$ cat config.mk
export PLATFORM = sky130hd
export DESIGN_NAME = ex_result_stage
export DESIGN_NICKNAME = d
export VERILOG_FILES = /design/src/rtl/ex_result_stage.sv
export SDC_FILE = /design/constraint.sdc
export NUM_CORES = 1
export LEC_CHECK = 0
export CAP_MARGIN = 20
export CORE_ASPECT_RATIO = 1.25
export CORE_UTILIZATION = 33
export DETAILED_ROUTE_END_ITERATION = 12
export PLACE_DENSITY = 0.6
export SYNTH_ARGS = -nofsm -noshare
export SYNTH_HDL_FRONTEND = slang
export SYNTH_SLANG_ARGS = --single-unit
$ cat constraint.sdc
create_clock -name clk -period 2.2 [get_ports clk]
set_input_delay 0.55 -clock clk [delete_from_list [all_inputs] [get_ports clk]]
set_output_delay 0.55 -clock clk [all_outputs]
set_load 0.05 [all_outputs]
$ cat src/rtl/ex_result_stage.sv
// Elastic result buffer behind the execute-stage adder. Holds adder results in a
// small FIFO, converts signed add/sub overflow into a precise exception with a
// latched EPC, and updates the architectural zero/carry flags on retirement.
module ex_result_stage #(
    parameter int unsigned DEPTH  = 2,
    parameter int unsigned DATA_W = 32
) (
    input  logic              clk,
    input  logic              rst_n,
    input  logic              in_valid,
    output logic              in_ready,
    input  logic [3:0]        alu_ctl,
    input  logic [DATA_W-1:0] add_result,
    input  logic              add_carry,
    input  logic              add_overflow,
    input  logic              add_zero,
    input  logic [DATA_W-1:0] pc,
    input  logic [4:0]        rd,
    input  logic              reg_write,
    output logic              out_valid,
    input  logic              out_ready,
    output logic [DATA_W-1:0] out_result,
    output logic [4:0]        out_rd,
    output logic              out_reg_write,
    output logic              out_exc,
    output logic              flag_zero,
    output logic              flag_carry,
    input  logic              flush,
    output logic              exc_valid,
    output logic [DATA_W-1:0] exc_epc,
    output logic [3:0]        exc_cause,
    input  logic              exc_ack
);

    localparam int unsigned AW = (DEPTH > 1) ? $clog2(DEPTH) : 1;
    localparam int unsigned CW = AW + 1;

    logic [DATA_W-1:0] res_q [DEPTH];
    logic [4:0]        rd_q  [DEPTH];
    logic [DEPTH-1:0]  rw_q, exc_q, zero_q, carry_q;

    logic [AW-1:0]     wptr_q, wptr_d, rptr_q, rptr_d;
    logic [CW-1:0]     count_q, count_d;
    logic              flag_zero_q, flag_zero_d, flag_carry_q, flag_carry_d;
    logic              exc_valid_q, exc_valid_d;
    logic [DATA_W-1:0] exc_epc_q, exc_epc_d;
    logic [3:0]        exc_cause_q, exc_cause_d;

    logic push, pop, trap, do_push, do_pop;

    // Handshake decode; in_ready looks at registers only.
    always_comb begin
        in_ready  = (count_q < CW'(DEPTH)) && !exc_valid_q;
        out_valid = (count_q != '0);
        push      = in_valid && in_ready;
        pop       = out_valid && out_ready;
        trap      = add_overflow && (alu_ctl == 4'b0001 || alu_ctl == 4'b0011);
        // A flush discards any transfer in the same cycle.
        do_push   = push && !flush;
        do_pop    = pop && !flush;
    end

    // Head entry drives every output field.
    always_comb begin
        out_result    = res_q[rptr_q];
        out_rd        = rd_q[rptr_q];
        out_reg_write = rw_q[rptr_q];
        out_exc       = exc_q[rptr_q];
        flag_zero     = flag_zero_q;
        flag_carry    = flag_carry_q;
        exc_valid     = exc_valid_q;
        exc_epc       = exc_epc_q;
        exc_cause     = exc_cause_q;
    end

    // Next-state for pointers, count, flags and the exception latch.
    always_comb begin
        wptr_d       = wptr_q;
        rptr_d       = rptr_q;
        count_d      = count_q;
        flag_zero_d  = flag_zero_q;
        flag_carry_d = flag_carry_q;
        exc_valid_d  = exc_valid_q;
        exc_epc_d    = exc_epc_q;
        exc_cause_d  = exc_cause_q;

        if (flush) begin
            wptr_d  = '0;
            rptr_d  = '0;
            count_d = '0;
        end else begin
            if (do_push) wptr_d = wptr_q + AW'(1);
            if (do_pop)  rptr_d = rptr_q + AW'(1);
            count_d = count_q + CW'(do_push) - CW'(do_pop);
        end

        // Overflow entries retire without touching the flags.
        if (do_pop && !exc_q[rptr_q]) begin
            flag_zero_d  = zero_q[rptr_q];
            flag_carry_d = carry_q[rptr_q];
        end

        // Set and ack cannot coincide: a push needs the latch to be clear.
        if (exc_valid_q && exc_ack) exc_valid_d = 1'b0;
        if (do_push && trap) begin
            exc_valid_d = 1'b1;
            exc_epc_d   = pc;
            exc_cause_d = alu_ctl;
        end
    end

    // Entry storage; reset so the idle outputs read as zero.
    always_ff @(posedge clk or negedge rst_n) begin
        if (!rst_n) begin
            for (int i = 0; i < int'(DEPTH); i++) begin
                res_q[i] <= '0;
                rd_q[i]  <= '0;
            end
            rw_q    <= '0;
            exc_q   <= '0;
            zero_q  <= '0;
            carry_q <= '0;
        end else if (do_push) begin
            res_q[wptr_q]   <= add_result;
            rd_q[wptr_q]    <= rd;
            rw_q[wptr_q]    <= reg_write && !trap;
            exc_q[wptr_q]   <= trap;
            zero_q[wptr_q]  <= add_zero;
            carry_q[wptr_q] <= add_carry;
        end
    end

    // Control state registers.
    always_ff @(posedge clk or negedge rst_n) begin
        if (!rst_n) begin
            wptr_q       <= '0;
            rptr_q       <= '0;
            count_q      <= '0;
            flag_zero_q  <= 1'b0;
            flag_carry_q <= 1'b0;
            exc_valid_q  <= 1'b0;
            exc_epc_q    <= '0;
            exc_cause_q  <= '0;
        end else begin
            wptr_q       <= wptr_d;
            rptr_q       <= rptr_d;
            count_q      <= count_d;
            flag_zero_q  <= flag_zero_d;
            flag_carry_q <= flag_carry_d;
            exc_valid_q  <= exc_valid_d;
            exc_epc_q    <= exc_epc_d;
            exc_cause_q  <= exc_cause_d;
        end
    end

endmodule

==> impl_table.tex, run 1 <==
\begin{tabular}{lr}
\hline
Metric & Value \\
\hline
\multicolumn{2}{l}{\textbf{Die}} \\
\quad Num rows & 51 \\
\quad Horizontal die dimension & 115 um \\
\quad Die Outline Area & 16400 sq um \\
\quad Die outline height & 143 um \\
\quad Core Footprint & 15600 sq um \\
\quad Initial cell density of the core & 33.7\% \\
\quad I/O pin cnt & 163 \\
\multicolumn{2}{l}{\textbf{Power and ir drop}} \\
\quad Cell area power density & 1400 nW/um\^{}2 \\
\quad Leakage power summed over all cells & 3.32 nW \\
\quad Worst ir drop on vdd & 0.581 mV \\
\multicolumn{2}{l}{\textbf{Synthesis}} \\
\quad Mean post-synth cell area & 16.0 sq um \\
\quad Number of synthesized flops with an enable pin & 0 \\
\quad Cell type contributing the most total cell area after synthesis & dfrtp\_1 \\
\quad Leading cell types by total area after synthesis & dfrtp\_1 (60\%), mux2\_2 (34\%), clkbuf\_8 (1.1\%) \\
\quad Mapped Area & 5240 sq um \\
\quad Count of different cell masters after synthesis & 26 \\
\quad Dominant register cell in the synthesized netlist & dfrtp\_1 \\
\quad Net count of the mapped netlist & 413 \\
\quad Synth Instances & 328 \\
\quad Flop and latch count out of synthesis & 125 \\
\quad Number of warnings printed during yosys synthesis & 0 \\
\quad Area share of the largest cell type after synthesis & 59.7\% \\
\quad Portion of the post-synthesis area used by sequential elements & 59.7\% \\
\quad Async set-or-reset flop fraction in the synthesized netlist & 100\% \\
\multicolumn{2}{l}{\textbf{Timing}} \\
\quad Count of final max-slew check failures & 0 \\
\quad Min cycle time layout & 2.13 ns \\
\quad Final setup skew & 0.00791 ns \\
\quad Slew at the pin with the worst max-slew slack & 0.525 ns \\
\quad Number of failing setup endpoints in the final timing report & 0 \\
\quad Crit share post-route & 97.0\% \\
\quad Maximum clock rate & 469 MHz \\
\quad Headroom to the max-slew limit & 64.9\% \\
\quad Unrepaired setup endpoints after global routing & no \\
\quad Count of endpoints failing hold in the final timing report & 0 \\
\multicolumn{2}{l}{\textbf{Global route}} \\
\quad Pin count of the biggest net entering global routing & 67 \\
\quad Initial antenna violation count & 0 \\
\quad Overflow left after global routing & 0 \\
\quad Combined global-route utilization of all metal layers & 14.7\% \\
\quad First-pass GRT wire length & 18.2 mm \\
\quad Vias in the first global route & 3684 \\
\multicolumn{2}{l}{\textbf{Critical path}} \\
\quad Endpoint of the lowest-slack register-to-register path & count\_q[0] \\
\quad Critical path arrival & 1.58 ns \\
\quad Combined buffer and inverter count along the critical path & 1 \\
\quad Worst reg2reg path depth & 6 \\
\quad Data required time at the worst endpoint & 1.65 ns \\
\quad Element type at the critical path start & flip-flop \\
\quad Origin of the critical flop-to-flop path & count\_q[1] \\
\quad Highest net fanout along the worst path & 2 \\
\quad Critical-path cell list & clkdlybuf4s50\_1 \\
\quad Slowest-stage cell, CP & clkdlybuf4s50\_1 \\
\quad Dominant delay contributor by cell family on the critical path & buffers and inverters \\
\quad Delay of the slowest cell on the worst path & 0.81 ns \\
\quad Worst setup startpoint & flag\_carry \\
\quad Kind of end point of the critical path & output port \\
\quad Worst setup slack for register-to-register paths & 0.40 ns \\
\quad CP Class & flip-flop to output port \\
\multicolumn{2}{l}{\textbf{Layout}} \\
\quad Final cell utilization of the core & 49.0\% \\
\quad Number of antenna cells inserted & 0 \\
\quad Number of nets at the end of the flow & 591 \\
\quad Fraction of layout cells with a size suffix above 1 & 47.3\% \\
\quad Filler Cells Inserted & 1425 \\
\quad Post-route cell area & 7630 sq um \\
\quad Synthesis-to-layout area growth & 45.5\% \\
\multicolumn{2}{l}{\textbf{CTS}} \\
\quad Insertion delay of the later-clocked pin in the worst-skew pair & 0.41 ns \\
\quad TritonCTS clock tree & done \\
\quad Number of sinks on the clock net & 125 \\
\quad CTS root buffer & clkbuf\_16 \\
\quad Hold buffers post-CTS & 0 \\
\quad Maximum buffer depth of the clock tree & 2 \\
\quad H-tree depth & 4 \\
\quad Worst-path clk slew & 0.05 ns \\
\quad Cts bufs inserted & 17 \\
\multicolumn{2}{l}{\textbf{Status}} \\
\quad Run status & complete, no violations \\
\multicolumn{2}{l}{\textbf{Detailed routing}} \\
\quad Vias/cell & 4.57 \\
\quad DR WL/cell & 15.4 um \\
\quad Drt drc & 0 \\
\quad Final wirelength & 11.3 mm \\
\quad Detailed-router iteration count before antenna repair & 4 \\
\quad ANT nets after route & 0 \\
\quad Total number of vias & 3334 \\
\quad First-iteration detailed-routing DRC count & 61 \\
\multicolumn{2}{l}{\textbf{Job}} \\
\quad Maximum capacitance violations & 0 \\
\multicolumn{2}{l}{\textbf{Placement}} \\
\quad Final weighted congestion of routability-driven global placement & 0.669 \\
\quad Detailed Place HPWL & 7.65 mm \\
\quad \# port buffers & 162 \\
\quad Cell area after placement & 7070 sq um \\
\multicolumn{2}{l}{\textbf{Worst hold path}} \\
\quad Type of the worst min-delay path & input port to async pin \\
\hline
\end{tabular}
==> registers in the layout (all words and copies together), names as in the netlist <==
signal,flops
carry_q,2
rw_q,2
count_q,2
rptr_q,1
wptr_q,1
zero_q,2
flag_carry,1
res_q,64
exc_cause,4
exc_epc,32
flag_zero,1
exc_valid,1
rd_q,10
exc_q,2
==> how the worst max path moves through the flow <==
| stage | to | slack, ns | cells past startpoint |
|---|---|---|---|
| global route | exc_epc[21] | 0.01 | 1 |
| finish | flag_carry | 0.07 | 1 |
| detailed placement | count_q[0] | -0.12 | 7 |
| CTS | flag_carry | 0.03 | 1 |
| floorplan | out_result[17] | 0.21 | 4 |
| global placement | count_q[0] | -0.09 | 7 |
==> stage by stage <==
step	setup WS (ns)	hold slack, ns	std cells	TNS [ns]	total power, mW
after global routing	0.0136	0.150	730	0	11.2
after floorplan	0.213	0.254	328	0	6.68
after detailed placement	-0.117	0.475	699	-4.33	8.09
after CTS	0.0290	0.133	730	0	10.8
final	0.0666	0.144	730	0	10.6
after global placement	-0.0874	0.453	699	-3.15	7.99
==> synth_stat cells, drive strengths merged, types with 2 or more instances <==
master,count
dfrtp,125
xnor2,2
nor2,6
nand2,2
o21ai,2
buf,9
xor2,2
ha,2
and2,2
mux2,158
inv,3
clkbuf,7
==> what timing repair did <==
item	in CTS	in global routing
setup buffers	0	0
gates resized for setup	1	0
setup endpoints to repair	13	0
==> layer usage <==
layer / GRT usage [%] / vias up / part of all wire (%)
li1: - / 1524 / -
met1: 17.5 / 1675 / 42
met2: 23.7 / 116 / 49
met3: 5.14 / 19 / 7.2
met4: 7.04 / 0 / 2.1
met5: 0 / - / 0
==> cells in the final DEF (no fill, tap or decap), types with 2 or more instances in the layout <==
master / instances
clkbuf_16: 17
dfrtp_1: 124
nor2_1: 5
xor2_1: 2
buf_4: 49
and2_1: 2
mux2_1: 2
bufinv_16: 2
ha_1: 2
inv_1: 3
clkbuf_1: 5
o21ai_0: 2
xnor2_1: 2
mux2_2: 156
nand2_2: 2
clkinv_2: 5
buf_12: 6
clkdlybuf4s50_1: 119
==> cells by family (layout without fill, tap and decap cells) <==
group                      after synthesis  count (layout)  synth area share, %
xor gates and xnor gates                 4               4                0.668
adders and majority gates                2               2                0.477
buffers and inverters                   19             209                 2.63
and+or+nand+nor                         18              18                 2.43
DFF                                    125             125                 59.7
muxes                                  158             158                 33.9
AOI/OAI and AO/OA                        2               2                0.191
==> layout make-up <==
| class | instances | area (sq um) | area share, % |
|---|---|---|---|
| Inverter | 3 | 11.3 | 0.148 |
| Timing Repair Buffer | 175 | 1690 | 22.2 |
| Clock inverter | 8 | 92.6 | 1.21 |
| Multi-Input combinational cell | 184 | 1980 | 26.0 |
| Tap cell | 212 | 265 | 3.48 |
| Sequential cell | 125 | 3130 | 41.0 |
| Clock buffer | 23 | 458 | 6.00 |
==> report_power, final <==
part	leakage, nW	total [mW]	internal (mW)	switching, mW
Clock	0.271	2.62	1.68	0.944
Sequential	1.53	3.52	3.13	0.395
Combinational	1.53	4.49	1.85	2.64
Total	3.32	10.6	6.66	3.98
Note: power is estimated with default switching activity, not from simulation.
==> run 2, diff against run 1 <==
--- a/config.mk
+++ b/config.mk
@@ -9,7 +9,8 @@
 export CORE_ASPECT_RATIO = 1.25
 export CORE_UTILIZATION = 33
 export DETAILED_ROUTE_END_ITERATION = 12
-export PLACE_DENSITY = 0.6
+export DONT_BUFFER_PORTS = 1
+export PLACE_DENSITY = 0.47
 export SYNTH_ARGS = -nofsm -noshare
 export SYNTH_HDL_FRONTEND = slang
 export SYNTH_SLANG_ARGS = --single-unit
==> impl_table.tex, run 2 (same netlist as run 1, synthesis figures left out) <==
\begin{tabular}{lr}
\hline
Metric & Value \\
\hline
\multicolumn{2}{l}{\textbf{Detailed routing}} \\
\quad Final wirelength & 10.2 mm \\
\quad First-iteration detailed-routing DRC count & 84 \\
\quad DR WL/cell & 18.0 um \\
\quad Detailed-router iteration count before antenna repair & 4 \\
\quad ANT nets after route & 0 \\
\quad Vias/cell & 4.78 \\
\quad Drt drc & 0 \\
\quad Total number of vias & 2702 \\
\multicolumn{2}{l}{\textbf{Power and ir drop}} \\
\quad Leakage power summed over all cells & 2.65 nW \\
\quad Worst ir drop on vdd & 0.545 mV \\
\quad PnR Total Power & 9.66 mW \\
\quad Cell area power density & 1590 nW/um\^{}2 \\
\multicolumn{2}{l}{\textbf{Global route}} \\
\quad Pin count of the biggest net entering global routing & 126 \\
\quad Vias in the first global route & 2963 \\
\quad Initial antenna violation count & 0 \\
\quad First-pass GRT wire length & 15.6 mm \\
\quad Overflow left after global routing & 0 \\
\quad Combined global-route utilization of all metal layers & 13.2\% \\
\multicolumn{2}{l}{\textbf{Layout}} \\
\quad Sequential Area & 3130 sq um \\
\quad Fraction of layout cells with a size suffix above 1 & 57.2\% \\
\quad Number of nets at the end of the flow & 427 \\
\quad Final cell utilization of the core & 39.1\% \\
\quad Area of the multi-input gates & 1990 sq um \\
\quad Number of antenna cells inserted & 0 \\
\quad Register with the most flip-flops & res\_q \\
\quad Commonest non-fill, non-tap cells in the layout & mux2\_2 (154), dfrtp\_1 (124), clkbuf\_16 (17), buf\_4 (7) \\
\quad Synthesis-to-layout area growth & 16.2\% \\
\quad Commonest non-fill, non-tap cell in the layout & mux2\_2 \\
\quad Post-route cell area & 6090 sq um \\
\quad Largest register FFs & 64 \\
\quad Filler Cells Inserted & 1534 \\
\multicolumn{2}{l}{\textbf{Critical path}} \\
\quad Critical path arrival & 1.59 ns \\
\quad Slowest-stage cell, CP & mux2\_2 \\
\quad Kind of end point of the critical path & output port \\
\quad Delay of the slowest cell on the worst path & 0.49 ns \\
\quad CP Class & flip-flop to output port \\
\quad Worst reg2reg path depth & 5 \\
\quad Element type at the critical path start & flip-flop \\
\quad Critical-path cell list & buf\_12 > mux2\_2 \\
\quad Data required time at the worst endpoint & 1.65 ns \\
\quad Highest net fanout along the worst path & 20 \\
\multicolumn{2}{l}{\textbf{Timing}} \\
\quad Hold Worst Slack & -0.165 ns \\
\quad Count of endpoints failing hold in the final timing report & 125 \\
\quad Slew at the pin with the worst max-slew slack & 0.510 ns \\
\quad Final sum of negative setup slack & 0 ns \\
\quad Headroom to the max-slew limit & 66.0\% \\
\quad Number of failing setup endpoints in the final timing report & 0 \\
\quad Unrepaired setup endpoints after global routing & no \\
\quad Count of final max-slew check failures & 0 \\
\quad Maximum clock rate & 468 MHz \\
\quad Min cycle time layout & 2.14 ns \\
\quad Crit share post-route & 97.1\% \\
\quad Final setup skew & 0.00639 ns \\
\multicolumn{2}{l}{\textbf{Die}} \\
\quad Horizontal die dimension & 115 um \\
\quad Initial cell density of the core & 33.7\% \\
\quad Num rows & 51 \\
\quad Die outline height & 143 um \\
\quad I/O pin cnt & 163 \\
\quad Core Footprint & 15600 sq um \\
\quad Die Outline Area & 16400 sq um \\
\multicolumn{2}{l}{\textbf{Placement}} \\
\quad Final weighted congestion of routability-driven global placement & 0.692 \\
\quad Cell area after placement & 5510 sq um \\
\quad Detailed Place HPWL & 6.54 mm \\
\quad \# port buffers & 0 \\
\multicolumn{2}{l}{\textbf{CTS}} \\
\quad Maximum buffer depth of the clock tree & 2 \\
\quad H-tree depth & 4 \\
\quad Insertion delay of the later-clocked pin in the worst-skew pair & 0.41 ns \\
\quad TritonCTS clock tree & done \\
\quad Number of sinks on the clock net & 125 \\
\quad Cts bufs inserted & 17 \\
\quad Worst-path clk slew & 0.05 ns \\
\quad CTS root buffer & clkbuf\_16 \\
\multicolumn{2}{l}{\textbf{Job}} \\
\quad Maximum capacitance violations & 0 \\
\multicolumn{2}{l}{\textbf{Status}} \\
\quad Violations in the final reports & negative hold slack \\
\quad Run status & finished, violations left \\
\multicolumn{2}{l}{\textbf{Worst hold path}} \\
\quad Type of the worst min-delay path & input port to async pin \\
\hline
\end{tabular}
## run 2: changes by cell type in the layout (fill, tap and decap cells not counted), sizes merged
cell,change
buf,-45
bufinv,-1
clkbuf,+1
clkdlybuf4s50,-119
clkinv,-2
clkinvlp,+1
## run 2: report_power, final
part / internal (mW) / switching [mW]
clock: 1.68 / 0.940
sequential: 3.12 / 1.01
combinational: 1.06 / 1.84
## run 2: metrics by stage
step | worst slack (ns) | std cells
2_1_floorplan | 0.213 | 328
3_3_place_gp | 0.327 | 534
3_5_place_dp | 0.294 | 534
4_1_cts | 0.0295 | 565
5_1_grt | 0.0144 | 565
6_report | 0.0633 | 565
## run 2: area by class of cell
type | count | area share (%)
clock buffer | 24 | 8.24
clock inverter | 6 | 0.986
inverter | 3 | 0.185
multi-input combinational | 184 | 32.6
sequential | 125 | 51.4
tap | 212 | 4.36
timing repair buffer | 11 | 2.18
## run 2: per-layer routing
| metal | vias up | wire length, um | global-route usage, % |
|---|---|---|---|
| li1 | 1184 | - | - |
| met1 | 1380 | 4110 | 14.4 |
| met2 | 122 | 4700 | 20.2 |
| met3 | 16 | 1160 | 6.88 |
| met4 | 0 | 202 | 8.00 |
| met5 | - | 0 | 0 |
## run 2: critical path: cells and delay by family (launching register included)
kind / cells / cell delay [ns]
buffers and inverters: 1 / 0.20
DFF: 1 / 0.48
muxes: 1 / 0.49
## run 2: path summary, 6_finish.rpt
kind                            slack, ns       endpoint  startpoint
worst min-delay path                -0.17       res_q[7]       rst_n
worst max-delay path                 0.06  out_result[9]      rptr_q
worst max register to register       0.39      res_q[40]  count_q[1]
min in group clk                     0.20     count_q[1]       flush
worst min register to register       0.49      res_q[42]   res_q[42]
max in group asynchronous            2.22    exc_epc[14]       rst_n
## run 2: what timing repair did
action / in CTS / in global routing
gates resized for setup: 3 / 0
setup buffers: 1 / 0
endpoints found under the setup margin: 30 / 0
endpoints found under the hold margin: 125 / 125
